===== src/rtl/fifo_pkg.sv =====
// Shared types and constants for the parametrised synchronous FIFO.
// The status struct is intended for bench monitors and scoreboards.
package fifo_pkg;

   localparam int unsigned DEF_DATA_W = 8;
   localparam int unsigned DEF_DEPTH  = 16;

   // Occupancy must represent 0..DEPTH inclusive, hence one bit beyond the pointer width.
   function automatic int unsigned cnt_w(input int unsigned depth);
      return $clog2(depth) + 1;
   endfunction

   typedef struct packed {
      logic full;
      logic empty;
      logic almost_full;
      logic almost_empty;
      logic overflow;
      logic underflow;
   } fifo_status_t;

endpackage


===== src/rtl/sync_fifo_param_if.sv =====
// Producer/consumer handshake and status bundle for sync_fifo_param.
interface sync_fifo_param_if
   import fifo_pkg::*;
#(
   parameter int unsigned DATA_W = DEF_DATA_W,
   parameter int unsigned DEPTH  = DEF_DEPTH
);

   logic                       wr;
   logic [DATA_W-1:0]          din;
   logic                       rd;
   logic [DATA_W-1:0]          dout;
   logic                       dout_valid;
   logic                       full;
   logic                       empty;
   logic                       almost_full;
   logic                       almost_empty;
   logic [cnt_w(DEPTH)-1:0]    count;
   logic                       overflow;
   logic                       underflow;
   logic                       err_clr;

   modport master (
      output wr, din, rd, err_clr,
      input  dout, dout_valid, full, empty, almost_full, almost_empty,
             count, overflow, underflow
   );

   modport slave (
      input  wr, din, rd, err_clr,
      output dout, dout_valid, full, empty, almost_full, almost_empty,
             count, overflow, underflow
   );

endinterface


===== src/rtl/fifo_mem.sv =====
// Simple dual-port register array: one write port, one registered read port.
// Storage is not reset; only the read register is.
module fifo_mem #(
   parameter int unsigned DATA_W = 8,
   parameter int unsigned DEPTH  = 16,
   localparam int unsigned AW    = $clog2(DEPTH)
) (
   input  logic              clk,
   input  logic              rst,
   input  logic              we,
   input  logic [AW-1:0]     waddr,
   input  logic [DATA_W-1:0] wdata,
   input  logic              re,
   input  logic [AW-1:0]     raddr,
   output logic [DATA_W-1:0] rdata
);

   logic [DATA_W-1:0] mem [DEPTH];

   always_ff @(posedge clk) begin
      if (we) mem[waddr] <= wdata;
   end

   // Same-address read/write returns the old word: no write-to-read bypass.
   always_ff @(posedge clk or posedge rst) begin
      if (rst)      rdata <= '0;
      else if (re)  rdata <= mem[raddr];
   end

endmodule


===== src/rtl/sync_fifo_param.sv =====
// Parametrised synchronous FIFO: pointer/count control, level flags and
// sticky overflow/underflow errors around a fifo_mem storage array.
module sync_fifo_param
   import fifo_pkg::*;
#(
   parameter int unsigned DATA_W   = DEF_DATA_W,
   parameter int unsigned DEPTH    = DEF_DEPTH,
   parameter int unsigned AF_LEVEL = DEPTH - 2,
   parameter int unsigned AE_LEVEL = 2
) (
   input logic               clk,
   input logic               rst,
   sync_fifo_param_if.slave  bus
);

   localparam int unsigned AW = $clog2(DEPTH);
   localparam int unsigned CW = cnt_w(DEPTH);

   logic [AW-1:0] wr_ptr;
   logic [AW-1:0] rd_ptr;
   logic [CW-1:0] count;
   logic          full;
   logic          empty;
   logic          wr_acc;
   logic          rd_acc;
   logic          dout_valid;
   logic          overflow;
   logic          underflow;

   assign full   = (count == CW'(DEPTH));
   assign empty  = (count == '0);
   assign rd_acc = bus.rd && !empty;
   // A write into a full FIFO is accepted when a read frees a slot the same cycle.
   assign wr_acc = bus.wr && (!full || rd_acc);

   always_ff @(posedge clk or posedge rst) begin
      if (rst) begin
         wr_ptr     <= '0;
         rd_ptr     <= '0;
         count      <= '0;
         dout_valid <= 1'b0;
         overflow   <= 1'b0;
         underflow  <= 1'b0;
      end else begin
         dout_valid <= rd_acc;
         if (wr_acc) wr_ptr <= wr_ptr + 1'b1;
         if (rd_acc) rd_ptr <= rd_ptr + 1'b1;
         case ({wr_acc, rd_acc})
            2'b10:   count <= count + 1'b1;
            2'b01:   count <= count - 1'b1;
            default: count <= count;
         endcase
         // A new error takes priority over a coincident clear.
         if (bus.wr && !wr_acc) overflow <= 1'b1;
         else if (bus.err_clr)  overflow <= 1'b0;
         if (bus.rd && !rd_acc) underflow <= 1'b1;
         else if (bus.err_clr)  underflow <= 1'b0;
      end
   end

   fifo_mem #(
      .DATA_W (DATA_W),
      .DEPTH  (DEPTH)
   ) u_mem (
      .clk   (clk),
      .rst   (rst),
      .we    (wr_acc),
      .waddr (wr_ptr),
      .wdata (bus.din),
      .re    (rd_acc),
      .raddr (rd_ptr),
      .rdata (bus.dout)
   );

   assign bus.dout_valid   = dout_valid;
   assign bus.full         = full;
   assign bus.empty        = empty;
   assign bus.almost_full  = (count >= CW'(AF_LEVEL));
   assign bus.almost_empty = (count <= CW'(AE_LEVEL));
   assign bus.count        = count;
   assign bus.overflow     = overflow;
   assign bus.underflow    = underflow;

endmodule


===== src/flat_wrapper.sv =====
// flat-port wrapper written by rule: the top's interface ports become plain ports
module sync_fifo_param_flat import fifo_pkg::*;
#(
   parameter int unsigned DATA_W   = DEF_DATA_W,
   parameter int unsigned DEPTH    = DEF_DEPTH,
   parameter int unsigned AF_LEVEL = DEPTH - 2,
   parameter int unsigned AE_LEVEL = 2
)
  (clk, rst, bus_wr, bus_din, bus_rd, bus_err_clr, bus_dout, bus_dout_valid, bus_full, bus_empty, bus_almost_full, bus_almost_empty, bus_count, bus_overflow, bus_underflow);
  sync_fifo_param_if #(.DATA_W(DATA_W), .DEPTH(DEPTH)) bus_i ();
  input logic clk;
  input logic rst;
  input wire logic [$bits(bus_i.wr)-1:0] bus_wr;
  input wire logic [$bits(bus_i.din)-1:0] bus_din;
  input wire logic [$bits(bus_i.rd)-1:0] bus_rd;
  input wire logic [$bits(bus_i.err_clr)-1:0] bus_err_clr;
  output wire logic [$bits(bus_i.dout)-1:0] bus_dout;
  output wire logic [$bits(bus_i.dout_valid)-1:0] bus_dout_valid;
  output wire logic [$bits(bus_i.full)-1:0] bus_full;
  output wire logic [$bits(bus_i.empty)-1:0] bus_empty;
  output wire logic [$bits(bus_i.almost_full)-1:0] bus_almost_full;
  output wire logic [$bits(bus_i.almost_empty)-1:0] bus_almost_empty;
  output wire logic [$bits(bus_i.count)-1:0] bus_count;
  output wire logic [$bits(bus_i.overflow)-1:0] bus_overflow;
  output wire logic [$bits(bus_i.underflow)-1:0] bus_underflow;
  assign bus_i.wr = bus_wr;
  assign bus_i.din = bus_din;
  assign bus_i.rd = bus_rd;
  assign bus_i.err_clr = bus_err_clr;
  assign bus_dout = bus_i.dout;
  assign bus_dout_valid = bus_i.dout_valid;
  assign bus_full = bus_i.full;
  assign bus_empty = bus_i.empty;
  assign bus_almost_full = bus_i.almost_full;
  assign bus_almost_empty = bus_i.almost_empty;
  assign bus_count = bus_i.count;
  assign bus_overflow = bus_i.overflow;
  assign bus_underflow = bus_i.underflow;
  sync_fifo_param #(.DATA_W(DATA_W), .DEPTH(DEPTH), .AF_LEVEL(AF_LEVEL), .AE_LEVEL(AE_LEVEL)) u_core (.clk(clk), .rst(rst), .bus(bus_i));
endmodule

===== config.mk =====
export PLATFORM = sky130hd
export DESIGN_NAME = sync_fifo_param_flat
export DESIGN_NICKNAME = d
export VERILOG_FILES = /design/src/rtl/fifo_pkg.sv /design/src/rtl/sync_fifo_param_if.sv /design/src/rtl/fifo_mem.sv /design/src/rtl/sync_fifo_param.sv /design/src/flat_wrapper.sv
export SDC_FILE = /design/constraint.sdc
export NUM_CORES = 1
export LEC_CHECK = 0
export BUFFER_PORTS_ARGS = -buffer_cell sky130_fd_sc_hd__buf_2
export CAP_MARGIN = 10
export CORE_ASPECT_RATIO = 0.5
export CORE_UTILIZATION = 60
export CTS_CLUSTER_DIAMETER = 60
export CTS_CLUSTER_SIZE = 40
export DETAILED_ROUTE_END_ITERATION = 6
export PLACE_DENSITY = 0.89
export SLEW_MARGIN = 25
export SYNTH_ARGS = -nofsm -noshare
export SYNTH_HDL_FRONTEND = slang
export SYNTH_HIERARCHICAL = 1
export SYNTH_SLANG_ARGS = --single-unit
export TNS_END_PERCENT = 10

===== constraint.sdc =====
create_clock -name clk -period 4 [get_ports clk]
set_clock_uncertainty 0.05 [all_clocks]
set_input_delay 1.2 -clock clk [delete_from_list [all_inputs] [get_ports clk]]
set_output_delay 1.2 -clock clk [all_outputs]
set_load 0.05 [all_outputs]

== After elaboration in Yosys (flattened, before gate mapping) ==
Memories as Yosys holds them, arrays and structs flattened. A register that Yosys moved wholly into a read port is not among the register bits.
Cells that the tools add are included.

* Flip-flop bits (word level): 16
* Memory bits (writable): 128
* Input port bits: 13
* Output and inout bits: 20
* Word-level logic and storage cells: 35
* Memories kept: 1

* $add $sub $neg: 4
* Magnitude comparators: 2
* Equality and inequality tests: 3
* Muxes and demuxes: 6
* Reduce and logical (&&, ||, !) cells: 13

{| class="wikitable"
|+ Memory list
! name !! depth !! width !! rd ports !! clocked after Yosys merged registers in !! write ports !! RTL line !! text
|-
| u_core.u_mem.mem || 16 || 8 || 1 || 1 || 1 || fifo_mem.sv:18 || <nowiki>logic [DATA_W-1:0] mem [DEPTH];</nowiki>
|}

{| class="wikitable"
|+ Operators with widths
! operator !! count
|-
| $pmux 5 s2 || 1
|-
| $add 4x1->4 const B || 2
|-
| $reduce_bool 2->1 || 3
|-
| $add 5x1->5 const B || 1
|-
| $eq 5x5->1 const B || 1
|-
| $ge 5x4->1 const B || 1
|-
| $le 5x2->1 const B || 1
|-
| $logic_not 5->1 || 1
|-
| $mux 1 || 5
|-
| $sub 5x1->5 const B || 1
|-
| $logic_and 1x1->1 || 4
|-
| $logic_not 1->1 || 4
|-
| $eq 2x1->1 const B || 1
|-
| $eq 2x2->1 const B || 1
|-
| $logic_or 1x1->1 || 1
|}

== Logic depth before layout (Yosys ltp) ==
Gate-level depths: netlist (run 1).

* Depth after elaboration: 8
* Mapped depth: 10
* Mapped depth without buffers: 10

== Hierarchy ==
The synthesis (run 1) kept the hierarchy.

{| class="wikitable"
|+ Modules (own cells, without submodules)
! module !! times used !! cells an instance !! area each (um2) !! sequential area each (um2)
|-
| fifo_mem || 1 || 241 || 5335.1 || 4043.9
|-
| sync_fifo_param || 1 || 80 || 899.6 || 400.4
|}

== Worst setup path before layout (run 1) ==
OpenSTA, ideal clock, no wires.

* Path kind: flip-flop to output port
* From: reg u_core.count[2] (netlist: u_core/bus.count[2])
* To: out bus_empty
* Arrival: 2.043 ns
* Setup slack: 0.707 ns
* Stages on the path, launching flop included: 4
* Buffers on the path: 0
* Path through: dfrtp_1 -> nor2_4 -> nand2_1 -> nor3_1

* Cells in the longest elaborated chain, start to end: 1

{| class="wikitable"
|+ Ends and longest elaborated chain
! element !! RTL line !! text
|-
| start, declared || sync_fifo_param.sv:21 || <nowiki>logic [CW-1:0] count;</nowiki>
|-
| start signal, assigned || sync_fifo_param.sv:49 || <nowiki>2'b10: count <= count + 1'b1;</nowiki>
|-
| start signal, assigned || sync_fifo_param.sv:50 || <nowiki>2'b01: count <= count - 1'b1;</nowiki>
|-
| start signal, assigned || sync_fifo_param.sv:51 || <nowiki>default: count <= count;</nowiki>
|-
| $logic_not 5->1 || sync_fifo_param.sv:31 || <nowiki>assign empty = (count == '0);</nowiki>
|-
| end, declared || flat_wrapper.sv:20 || <nowiki>output wire logic [$bits(bus_i.empty)-1:0] bus_empty;</nowiki>
|}

No other way between the ends.

== Final worst setup path (run 1) ==
Ends and elaborated chain as after synthesis.

==> impl_metrics.csv, run 1 <==
group,metric,value,unit
place,port_buffers,32,
final_layout,final_nets,385,
clocking,cts_buffer_depth,2,
global_routing,grt_pass1_vias,3435,
detailed_routing,first_pass_iters,5,
sta,max_freq,343,MHz
clocking,clock_latency,0.42,ns
logic_synthesis,yosys.area.top_type_share,61.6,%
logic_synthesis,yosysWarnings,6,
detailed_routing,vias_per_cell,6.70,
global_routing,grt_pass1_wl,20800,µm
final_layout,syn2layout_area_growth,12.6,%
clocking,tritoncts,"built",
detailed_routing,avgRoutedWirePerCell,27.1,µm
sta,finalHoldViolCount,0,
floorplanning,die_w,146,µm
setup_path,rrSetupSlack,1.38,ns
logic_synthesis,synth_top_area_cell,"edfxtp_1",
final_layout,drive_gt1_share,30.2,%
logic_synthesis,ys_top_cells_by_area,"edfxtp_1, dfrtp_1, mux4_2",
logic_synthesis,ys_types,46,
power,total_power,0.00547,W
setup_path,crit_path_max_fanout,5,
logic_synthesis,syn_area,6230,µm²
clocking,hold_buffers,0,
final_layout,diodes,0,
status,status,"completed",
power,power_leakage,2.46,nW
sta,fin_crit_sh,73.0,%
logic_synthesis,syn_inst,321,
setup_path,end_kind,"primary output",
sta,tightest_slew,1.06,ns
setup_path,rr_worst_depth,10,
floorplanning,die_y,74.1,µm
detailed_routing,wirelength,13900,µm
place,post-dp-hpwl,8220,µm
sta,finalSetupViolations,0,
global_routing,grt_overflow,0,
logic_synthesis,syn_nets,341,
hold_path,hold_class,"flop to flop",
floorplanning,core_area,9760,µm²
detailed_routing,first_iter_violations,487,
setup_path,crit_type,"flop to primary output",
detailed_routing,ant_nets,0,
place,globalplace.congestion,0.856,
setup_path,r2r-start,"u_core/bus.count[0]",
sta,slew_viol_final,0,
setup_path,r2r_end,"u_core/bus.count[4]",
sta,holdWs,0.444,ns
hold_path,worstHoldPathCells,1,
hold_path,min_to,"u_core/bus.overflow",
sta,finalCriticalPeriod,2.92,ns
setup_path,arrival,1.67,ns
power,ir_worst_vdd,0.561,mV
logic_synthesis,synth-seq-cells,152,
floorplanning,ios,33,
logic_synthesis,synthArstFlopShare,15.8,%
clocking,htree_num_levels,4,
sta,rsz0062_at_grt,"false",
hold_path,worstHoldStart,"u_core/bus.overflow",
clocking,cts_setup_buffers,0,
floorplanning,die-area,10800,µm²
logic_synthesis,synth-edff-count,128,
global_routing,antenna_found_initial,0,
floorplanning,start_util,63.9,%
detailed_routing,drc,0,
power,powerDensity,780,nW/µm²
detailed_routing,num_vias,3437,
flow_run,drv_cap,0,
setup_path,crit_path_start_kind,"flop",
logic_synthesis,yosysSeqAreaShare,71.3,%
setup_path,required,2.75,ns
clocking,cts_root_buf,"clkbuf_16",
clocking,clk_pin_slew,0.06,ns
global_routing,grt_use_total,28.4,%
floorplanning,rows,25,
logic_synthesis,synth_flop_cell,"edfxtp_1",
sta,fin_tns_setup,0,ns
global_routing,grt_max_degree,23,
logic_synthesis,syn_area_per_cell,19.4,µm²
clocking,cts_resized,0,
clocking,cts_buffers,17,
sta,slew_headroom,29.2,%
clocking,clock-sinks,152,
## placed cells by master (no fill, tap or decap), types with 2 or more instances in the layout
cell / synthesis / routed
clkbuf_16: 0 / 17
a221oi_2: 8 / 8
nand4_1: 2 / 2
o22ai_1: 8 / 8
nand2b_1: 3 / 3
clkbuf_1: 0 / 5
nand3_1: 3 / 3
clkinv_2: 0 / 5
clkinvlp_4: 0 / 3
mux4_1: 6 / 6
mux4_2: 26 / 26
o21ai_0: 2 / 2
xnor2_1: 5 / 5
nor2_1: 22 / 22
nor2_4: 2 / 2
nand2_1: 8 / 8
nor3_1: 5 / 5
or2_2: 2 / 2
mux2i_1: 9 / 9
buf_2: 3 / 32
dfrtp_1: 24 / 22
buf_4: 1 / 8
inv_1: 9 / 9
a21oi_1: 2 / 2
ha_1: 6 / 6
dfrtp_2: 0 / 2
nand3b_1: 2 / 2
edfxtp_1: 128 / 128
o211ai_1: 2 / 2
xor2_1: 4 / 4
## area by class of cell
| class | count | area (µm²) |
|---|---|---|
| fill | 560 | 2740 |
| tap | 135 | 169 |
| sequential | 152 | 4450 |
| timing repair buffer | 40 | 220 |
| multi-input combinational | 144 | 1620 |
| clock inverter | 10 | 81.3 |
| inverter | 10 | 37.5 |
| clock buffer | 22 | 444 |
## through the flow
step           cells  worst slack, ns  instance area (µm²)  util [%]
6_report         513             1.08                 7020      71.9
5_1_grt          513            0.939                 7020      71.9
4_1_cts          513             1.03                 7020      71.9
3_5_place_dp     481            0.782                 6490      66.5
3_3_place_gp     481            0.995                 6490      66.5
2_1_floorplan    321            0.707                 6230         -
## worst max-delay path by stage
stage                              from                      to  cells past startpoint
detailed placement               bus_rd     u_core/bus.count[4]                     10
global route        u_core/bus.count[2]               bus_empty                      4
CTS                 u_core/bus.count[2]               bus_empty                      4
global placement                 bus_rd  u_core/u_mem/mem[1][5]                      5
floorplan           u_core/bus.count[2]               bus_empty                      3
finish              u_core/bus.count[2]               bus_empty                      4
## cell usage after synthesis (2+ instances only)
library cell	instances
o211ai_1	2
edfxtp_1	128
inv_1	9
nand3b_1	2
nand3_1	3
buf_6	5
nor2_4	2
buf_1	4
mux2i_1	9
nor3_1	5
a221oi_2	8
buf_2	3
ha_1	6
nand4_1	2
a21oi_1	2
xor2_1	4
dfrtp_1	24
or2_2	2
mux4_1	6
nand2_1	8
o22ai_1	8
buf_12	2
nand2b_1	3
mux4_2	26
o21ai_0	2
xnor2_1	5
nor2_1	22
## layer usage
metal / part of all wire [%] / up-vias / GRT usage, %
met5: 0 / - / 0
met4: 2.2 / 0 / 12.0
met3: 12 / 33 / 9.57
met2: 46 / 281 / 43.9
met1: 41 / 1741 / 38.1
li1: - / 1382 / -
## sequential cells by signal (all words and copies together) (netlist names)
signal                 count
u_core/bus.count           5
u_core/bus.dout_valid      1
u_core/bus.overflow        1
u_core/bus.underflow       1
u_core/rd_ptr              4
u_core/u_mem/mem         128
u_core/u_mem/rdata         8
u_core/wr_ptr              4
## worst max-delay path, stage by stage, from the launching register on
cell	delay, ns
dfrtp_1	0.44
nor2_4	0.21
nand2_1	0.09
nor3_1	0.20
buf_2	0.31
## where the power goes
group          internal [W]  switching, W  leakage, nW
Combinational      0.000697       0.00103        0.770
Clock              0.000846      0.000591        0.251
Sequential          0.00198      0.000325         1.44
## cell families after synthesis
logic type,Yosys count,synth area share (%)
AO/OA/AOI/OAI,30,4.78
XOR/XNOR,9,1.26
adder cells (fa/ha/maj),7,1.53
buffers and inverters,25,2.75
flip-flops,152,71.3
multiplexers,43,13.8
AND/OR/NAND/NOR,55,4.62
(Power assumes the default switching activity.)
==> run 2: changes to the inputs <==
- CORE_UTILIZATION: 60 -> 55
- PLACE_DENSITY: 0.89 -> 0.87
- clock period: 4 -> 2.5 ns (I/O delays scaled with it)
==> run 2 against run 1 <==
Against the previous run: the run now ends with DRC left; critical path depth did not move; register-to-register slack got worse by 1.3 ns; total power rose by 62%; largest cell class unchanged; via count fell by 1.4%.
==> impl_metrics.csv, run 2 (synthesis results as in run 1) <==
group,metric,value,unit
floorplanning,die_y,77.3,µm
setup_path,crit_path_start_kind,"flop",
setup_path,rr_worst_depth,9,
global_routing,grt_pass1_vias,3550,
power,share_seq_of_total_power,39.3,%
global_routing,antenna_found_initial,0,
floorplanning,ios,33,
setup_path,required,1.70,ns
clocking,cts_root_buf,"clkbuf_16",
global_routing,grt_max_degree,35,
status,status,"finished with violations",
final_layout,drive_gt1_share,35.3,%
setup_path,end_kind,"primary output",
setup_path,startpoint,"u_core/bus.count[4]",
setup_path,slowest_delay,0.45,ns
floorplanning,core_area,11000,µm²
clocking,clock_latency,0.41,ns
final_layout,nFillCells,688,
power,swShare,35.6,%
sta,finalSetupViolations,0,
final_layout,diodes,0,
global_routing,grt_use_total,24.3,%
sta,slew_headroom,56.7,%
power,power_frac_comb,35.5,%
hold_path,hold_class,"input pin to async pin",
setup_path,crit_path_max_fanout,4,
final_layout,final_nets,407,
detailed_routing,ant_nets,0,
clocking,cts_buffer_depth,2,
setup_path,crit_type,"flop to primary output",
detailed_routing,drc,1,
final_layout,top_register,"u_core/u_mem/mem",
setup_path,cp_slowest_cell,"dfrtp_1",
clocking,tritoncts,"built",
detailed_routing,first_iter_violations,329,
detailed_routing,avgRoutedWirePerCell,24.1,µm
detailed_routing,wirelength,13100,µm
place,globalplace.congestion,0.842,
detailed_routing,first_pass_iters,6,
power,p_int,0.00569,W
sta,finalHoldViolCount,0,
power,clockPowerShare,25.2,%
sta,max_freq,418,MHz
detailed_routing,vias_per_cell,6.22,
clocking,cts_buffers,17,
final_layout,stdcell_count,545,
power,powerDensity,1230,nW/µm²
global_routing,grt_overflow,0,
power,ir_worst_vdd,1.10,mV
final_layout,largest_reg_flops,128,
detailed_routing,num_vias,3388,
final_layout,register_area,4450,µm²
floorplanning,start_util,56.6,%
place,pre_cts_ws,-0.135,ns
status,violations,"DRC",
setup_path,arrival,1.59,ns
power,p_sw,0.00315,W
setup_path,rrSetupSlack,0.13,ns
clocking,htree_num_levels,4,
power,total_power,0.00884,W
clocking,clock-sinks,152,
floorplanning,die_w,153,µm
final_layout,syn2layout_area_growth,15.7,%
floorplanning,die-area,11800,µm²
floorplanning,rows,27,
setup_path,r2r-start,"u_core/bus.count[3]",
sta,slew_viol_final,0,
final_layout,final_common_cell,"edfxtp_1",
power,power_leakage,2.58,nW
final_layout,multi_input_area,1630,µm²
setup_path,worstPathCellList,"inv_1, nand2_1, nor3_2, buf_2",
place,port_buffers,32,
place,dp_cells,512,
sta,finalCriticalPeriod,2.39,ns
sta,worst_slack,0.110,ns
setup_path,r2r_end,"u_core/bus.count[4]",
final_layout,largest_registers,"u_core/u_mem/mem: 128 flops, u_core/u_mem/rdata: 8 flops, u_core/bus.count: 5 flops",
sta,tightest_slew,0.649,ns
place,post-dp-hpwl,8190,µm
global_routing,grt_pass1_wl,20200,µm
setup_path,endpoint,"bus_empty",
clocking,clk_pin_slew,0.06,ns
sta,fin_crit_sh,95.6,%
final_layout,layout_common_cells,"edfxtp_1, buf_2, buf_4",
flow_run,drv_cap,0,
[run 2: layout make-up]
cell class	count	area share, %
clock buffer	20	6.05
clock inverter	12	1.11
inverter	10	0.520
multi-input combinational	144	22.6
sequential	152	61.6
tap	145	2.52
timing repair buffer	62	5.52
[run 2: timing repair]
action,in CTS,in global routing
endpoints found under the setup margin,0,1
buffers inserted,0,1
hold buffers,0,0
resized for setup,0,3
[run 2: metrics by stage]
step / TNS [ns] / hold WS (ns) / cell area, µm² / utilization [%]
floorplan: -1.47 / 0.397 / 6240 / -
global placement: 0 / 0.432 / 6680 / 60.6
detailed placement: -0.135 / 0.458 / 6680 / 60.6
CTS: 0 / 0.281 / 7190 / 65.3
global route: -0.00788 / 0.311 / 7210 / 65.5
finish: 0 / 0.295 / 7210 / 65.5
[run 2: metal layers]
| metal | share of wire, % | up-vias | track usage [%] | routed length, µm |
|---|---|---|---|---|
| met2 | 51 | 195 | 40.4 | 6660 |
| li1 | - | 1437 | - | - |
| met1 | 38 | 1729 | 30.5 | 5040 |
| met3 | 8.3 | 27 | 6.22 | 1090 |
| met5 | 0 | - | 0 | 0 |
| met4 | 2.5 | 0 | 10.8 | 333 |
[run 2: power groups by stage]
stage                     logic (W)  registers [W]  clock network [W]
final                       0.00314        0.00347            0.00223
after global placement      0.00291        0.00346                  0
after global routing        0.00330        0.00351            0.00236
after CTS                   0.00311        0.00347            0.00226
after detailed placement    0.00305        0.00351                  0
after floorplan             0.00198        0.00382                  0
[run 2: worst min path at each step]
stage / to / slack (ns) / cells past startpoint
5_1_grt: u_core/u_mem/rdata[6] / 0.31 / 2
6_report: u_core/u_mem/rdata[6] / 0.30 / 2
4_1_cts: u_core/u_mem/rdata[6] / 0.28 / 2
3_5_place_dp: u_core/bus.overflow / 0.46 / 1
3_3_place_gp: u_core/bus.overflow / 0.43 / 1
2_1_floorplan: u_core/rd_ptr[3] / 0.40 / 1
[run 2: worst max-delay path: cells and delay by family (launching register included)]
| kind | cells | cell delay, ns |
|---|---|---|
| and+or+nand+nor | 2 | 0.26 |
| buffers and inverters | 2 | 0.47 |
| DFF | 1 | 0.45 |
==> run 3: changes to the inputs <==
- ABC_AREA: default -> 1
- PLACE_DENSITY: 0.87 -> 0.76
==> run 3 against run 2 <==
Against the previous run: the flow now finishes without violations; via count is 36% higher; total power is 9.5% higher; die area is 5.2% higher; critical path type unchanged; maximum frequency is 0.96% higher; register-to-register slack better by 0.17 ns; largest power group is now combinational cells; count of clock-buffer cells in the layout is 3 lower.
==> impl_metrics.csv, run 3 <==
group,metric,value,unit
final_layout,layout_common_cells,"nand2_1, edfxtp_1, nand3_1",
clocking,cts_root_buf,"clkbuf_16",
final_layout,syn2layout_area_growth,15.3,%
setup_path,critPathBufInv,2,
logic_synthesis,synth_flop_cell,"edfxtp_1",
detailed_routing,first_iter_violations,444,
floorplanning,ios,33,
sta,finalHoldViolCount,0,
clocking,cts_resized,0,
global_routing,grt_overflow,0,
clocking,htree_num_levels,4,
clocking,clk_pin_slew,0.06,ns
sta,slew_headroom,52.1,%
hold_path,hold_class,"input pin to async pin",
logic_synthesis,syn_area_per_cell,11.0,µm²
detailed_routing,first_pass_iters,5,
clocking,cts_buffer_depth,2,
setup_path,rrSetupSlack,0.30,ns
logic_synthesis,synth_common_cells,"nand2_1, edfxtp_1, nand3_1, dfrtp_1, inv_1",
logic_synthesis,ys_top_cells_by_area,"edfxtp_1, nand2_1, dfrtp_1",
sta,finalCriticalPeriod,2.37,ns
sta,slew_viol_final,0,
power,power_frac_comb,35.6,%
final_layout,stdcell_count,818,
setup_path,r2r-start,"u_core/bus.count[1]",
final_layout,final_nets,666,
power,p_int,0.00593,W
clocking,clock_latency,0.42,ns
power,swShare,38.7,%
global_routing,grt_pass1_wl,22300,µm
final_layout,nFillCells,788,
final_layout,final_common_cell,"nand2_1",
sta,max_freq,423,MHz
setup_path,cp_slowest_cell,"dfrtp_1",
place,dp_cells,786,
sta,tightest_slew,0.718,ns
setup_path,rr_worst_depth,13,
floorplanning,core_area,11300,µm²
clocking,cts_setup_buffers,0,
global_routing,antenna_found_initial,0,
power,share_seq_of_total_power,34.4,%
status,status,"completed",
clocking,tritoncts,"built",
floorplanning,die_y,79.3,µm
floorplanning,die_w,157,µm
sta,fin_tns_setup,0,ns
setup_path,worstPathCellList,"buf_4, nor3_1, o21a_1, buf_2",
final_layout,drive_gt1_share,15.0,%
detailed_routing,wirelength,14300,µm
power,powerDensity,1280,nW/µm²
final_layout,largest_reg_flops,128,
setup_path,r2r_end,"u_core/bus.count[4]",
place,pre_cts_ws,-0.0138,ns
place,port_buffers,32,
logic_synthesis,yosys.area.top_type_share,58.5,%
setup_path,crit_path_max_fanout,8,
logic_synthesis,yosysSeqAreaShare,67.7,%
final_layout,diodes,0,
power,power_leakage,3.13,nW
global_routing,grt_max_degree,68,
clocking,hold_buffers,0,
detailed_routing,avgRoutedWirePerCell,17.4,µm
setup_path,crit_type,"flop to primary output",
floorplanning,start_util,58.0,%
setup_path,required,1.70,ns
sta,rsz0062_at_grt,"false",
logic_synthesis,yosysMostFrequentCell,"nand2_1",
logic_synthesis,synth-seq-cells,152,
floorplanning,rows,27,
setup_path,slowest_delay,0.37,ns
detailed_routing,vias_per_cell,5.63,
logic_synthesis,syn_nets,617,
logic_synthesis,yosysWarnings,6,
place,globalplace.congestion,0.887,
logic_synthesis,synth_top_area_cell,"edfxtp_1",
floorplanning,die-area,12400,µm²
flow_run,drv_cap,0,
setup_path,arrival,1.57,ns
power,ir_worst_vdd,1.02,mV
logic_synthesis,synth-edff-count,128,
sta,fin_crit_sh,94.7,%
setup_path,cp_top_family,"buffers and inverters",
final_layout,top_register,"u_core/u_mem/mem",
detailed_routing,ant_nets,0,
detailed_routing,num_vias,4604,
sta,worst_slack,0.133,ns
sta,finalSetupViolations,0,
clocking,clock-sinks,152,
power,clockPowerShare,30.0,%
logic_synthesis,syn_inst,597,
place,post-dp-hpwl,8770,µm
global_routing,grt_use_total,24.9,%
setup_path,crit_path_start_kind,"flop",
final_layout,largest_registers,"u_core/u_mem/mem: 128 flops, u_core/u_mem/rdata: 8 flops, u_core/bus.count: 5 flops",
logic_synthesis,ys_types,27,
power,p_sw,0.00374,W
logic_synthesis,synthArstFlopShare,15.8,%
detailed_routing,drc,0,
logic_synthesis,syn_area,6570,µm²
global_routing,grt_pass1_vias,4521,
clocking,cts_buffers,17,
setup_path,end_kind,"primary output",
## run 3: cell types whose count changed in the layout (fill, tap and decap cells not counted), moves of 5 or more
cell,previous run,this run
buf_4,29,24
mux4_2,26,0
a221oi_2,8,0
nand3_1,3,107
nand2_1,8,232
o22ai_1,8,2
mux4_1,6,0
inv_1,9,23
mux2i_1,9,0
bufinv_16,0,6
## run 3: layout make-up
cell class / instances / area, µm² / share of cell area, %
flip-flops and latches: 152 / 4450 / 58.7
multi-input cells: 392 / 1800 / 23.7
clock buffers: 17 / 425 / 5.62
repair buffers: 57 / 360 / 4.76
clock inverters: 15 / 246 / 3.26
well taps: 159 / 199 / 2.63
inverters: 26 / 97.6 / 1.29
## run 3: worst max path at each step
stage	start	end	slack (ns)	cells past startpoint
finish	u_core/bus.count[4]	bus_almost_empty	0.13	4
global route	u_core/bus.count[1]	bus_empty	0.07	4
floorplan	u_core/bus.count[4]	u_core/bus.count[4]	0.14	15
detailed placement	bus_rd	u_core/bus.count[4]	-0.01	14
global placement	bus_rd	u_core/bus.count[4]	0.09	14
CTS	u_core/bus.count[1]	bus_empty	0.12	4
## run 3: per-layer routing
| layer | track usage (%) | routed length [µm] | share of wire, % | vias to the layer above |
|---|---|---|---|---|
| met5 | 0 | 0 | 0 | - |
| li1 | - | - | - | 2127 |
| met3 | 5.90 | 1170 | 8.2 | 35 |
| met4 | 13.7 | 370 | 2.6 | 0 |
| met1 | 31.7 | 5840 | 41 | 2204 |
| met2 | 40.0 | 6890 | 48 | 238 |
## run 3: kinds of logic after synthesis
| logic type | synth area share [%] |
|---|---|
| xor gates and xnor gates | 0.934 |
| and+or+nand+nor | 24.3 |
| AOI/OAI and AO/OA | 0.686 |
| adders and majority gates | 1.45 |
| buffers and inverters | 4.97 |
| DFF | 67.7 |
## run 3: power groups by stage
stage	sequential, W	combinational (W)	clock [W]
4_1_cts	0.00332	0.00341	0.00292
2_1_floorplan	0.00373	0.00223	0
5_1_grt	0.00336	0.00375	0.00302
3_3_place_gp	0.00336	0.00328	0
3_5_place_dp	0.00337	0.00337	0
6_report	0.00333	0.00345	0.00290
## run 3: worst reg2reg max path, cell delays in order (launching register included)
cell	delay [ns]
dfrtp_1	0.48
nor2_4	0.19
nand4_4	0.11
nand2_4	0.11
ha_1	0.25
inv_1	0.08
fa_1	0.40
inv_1	0.12
nand3_1	0.08
nand2_1	0.07
nand2_1	0.05
nand2_1	0.05
nand2_1	0.05
nand2_1	0.06
## run 3: stage by stage
stage                     power [W]  hold WS [ns]  utilization, %  instance area (µm²)
after floorplan             0.00595         0.441               -                 6570
after global placement      0.00664         0.408            61.0                 6900
after detailed placement    0.00674         0.414            61.0                 6900
after CTS                   0.00965         0.222            66.9                 7570
after global routing         0.0101         0.248            66.9                 7570
final                       0.00968         0.220            66.9                 7570
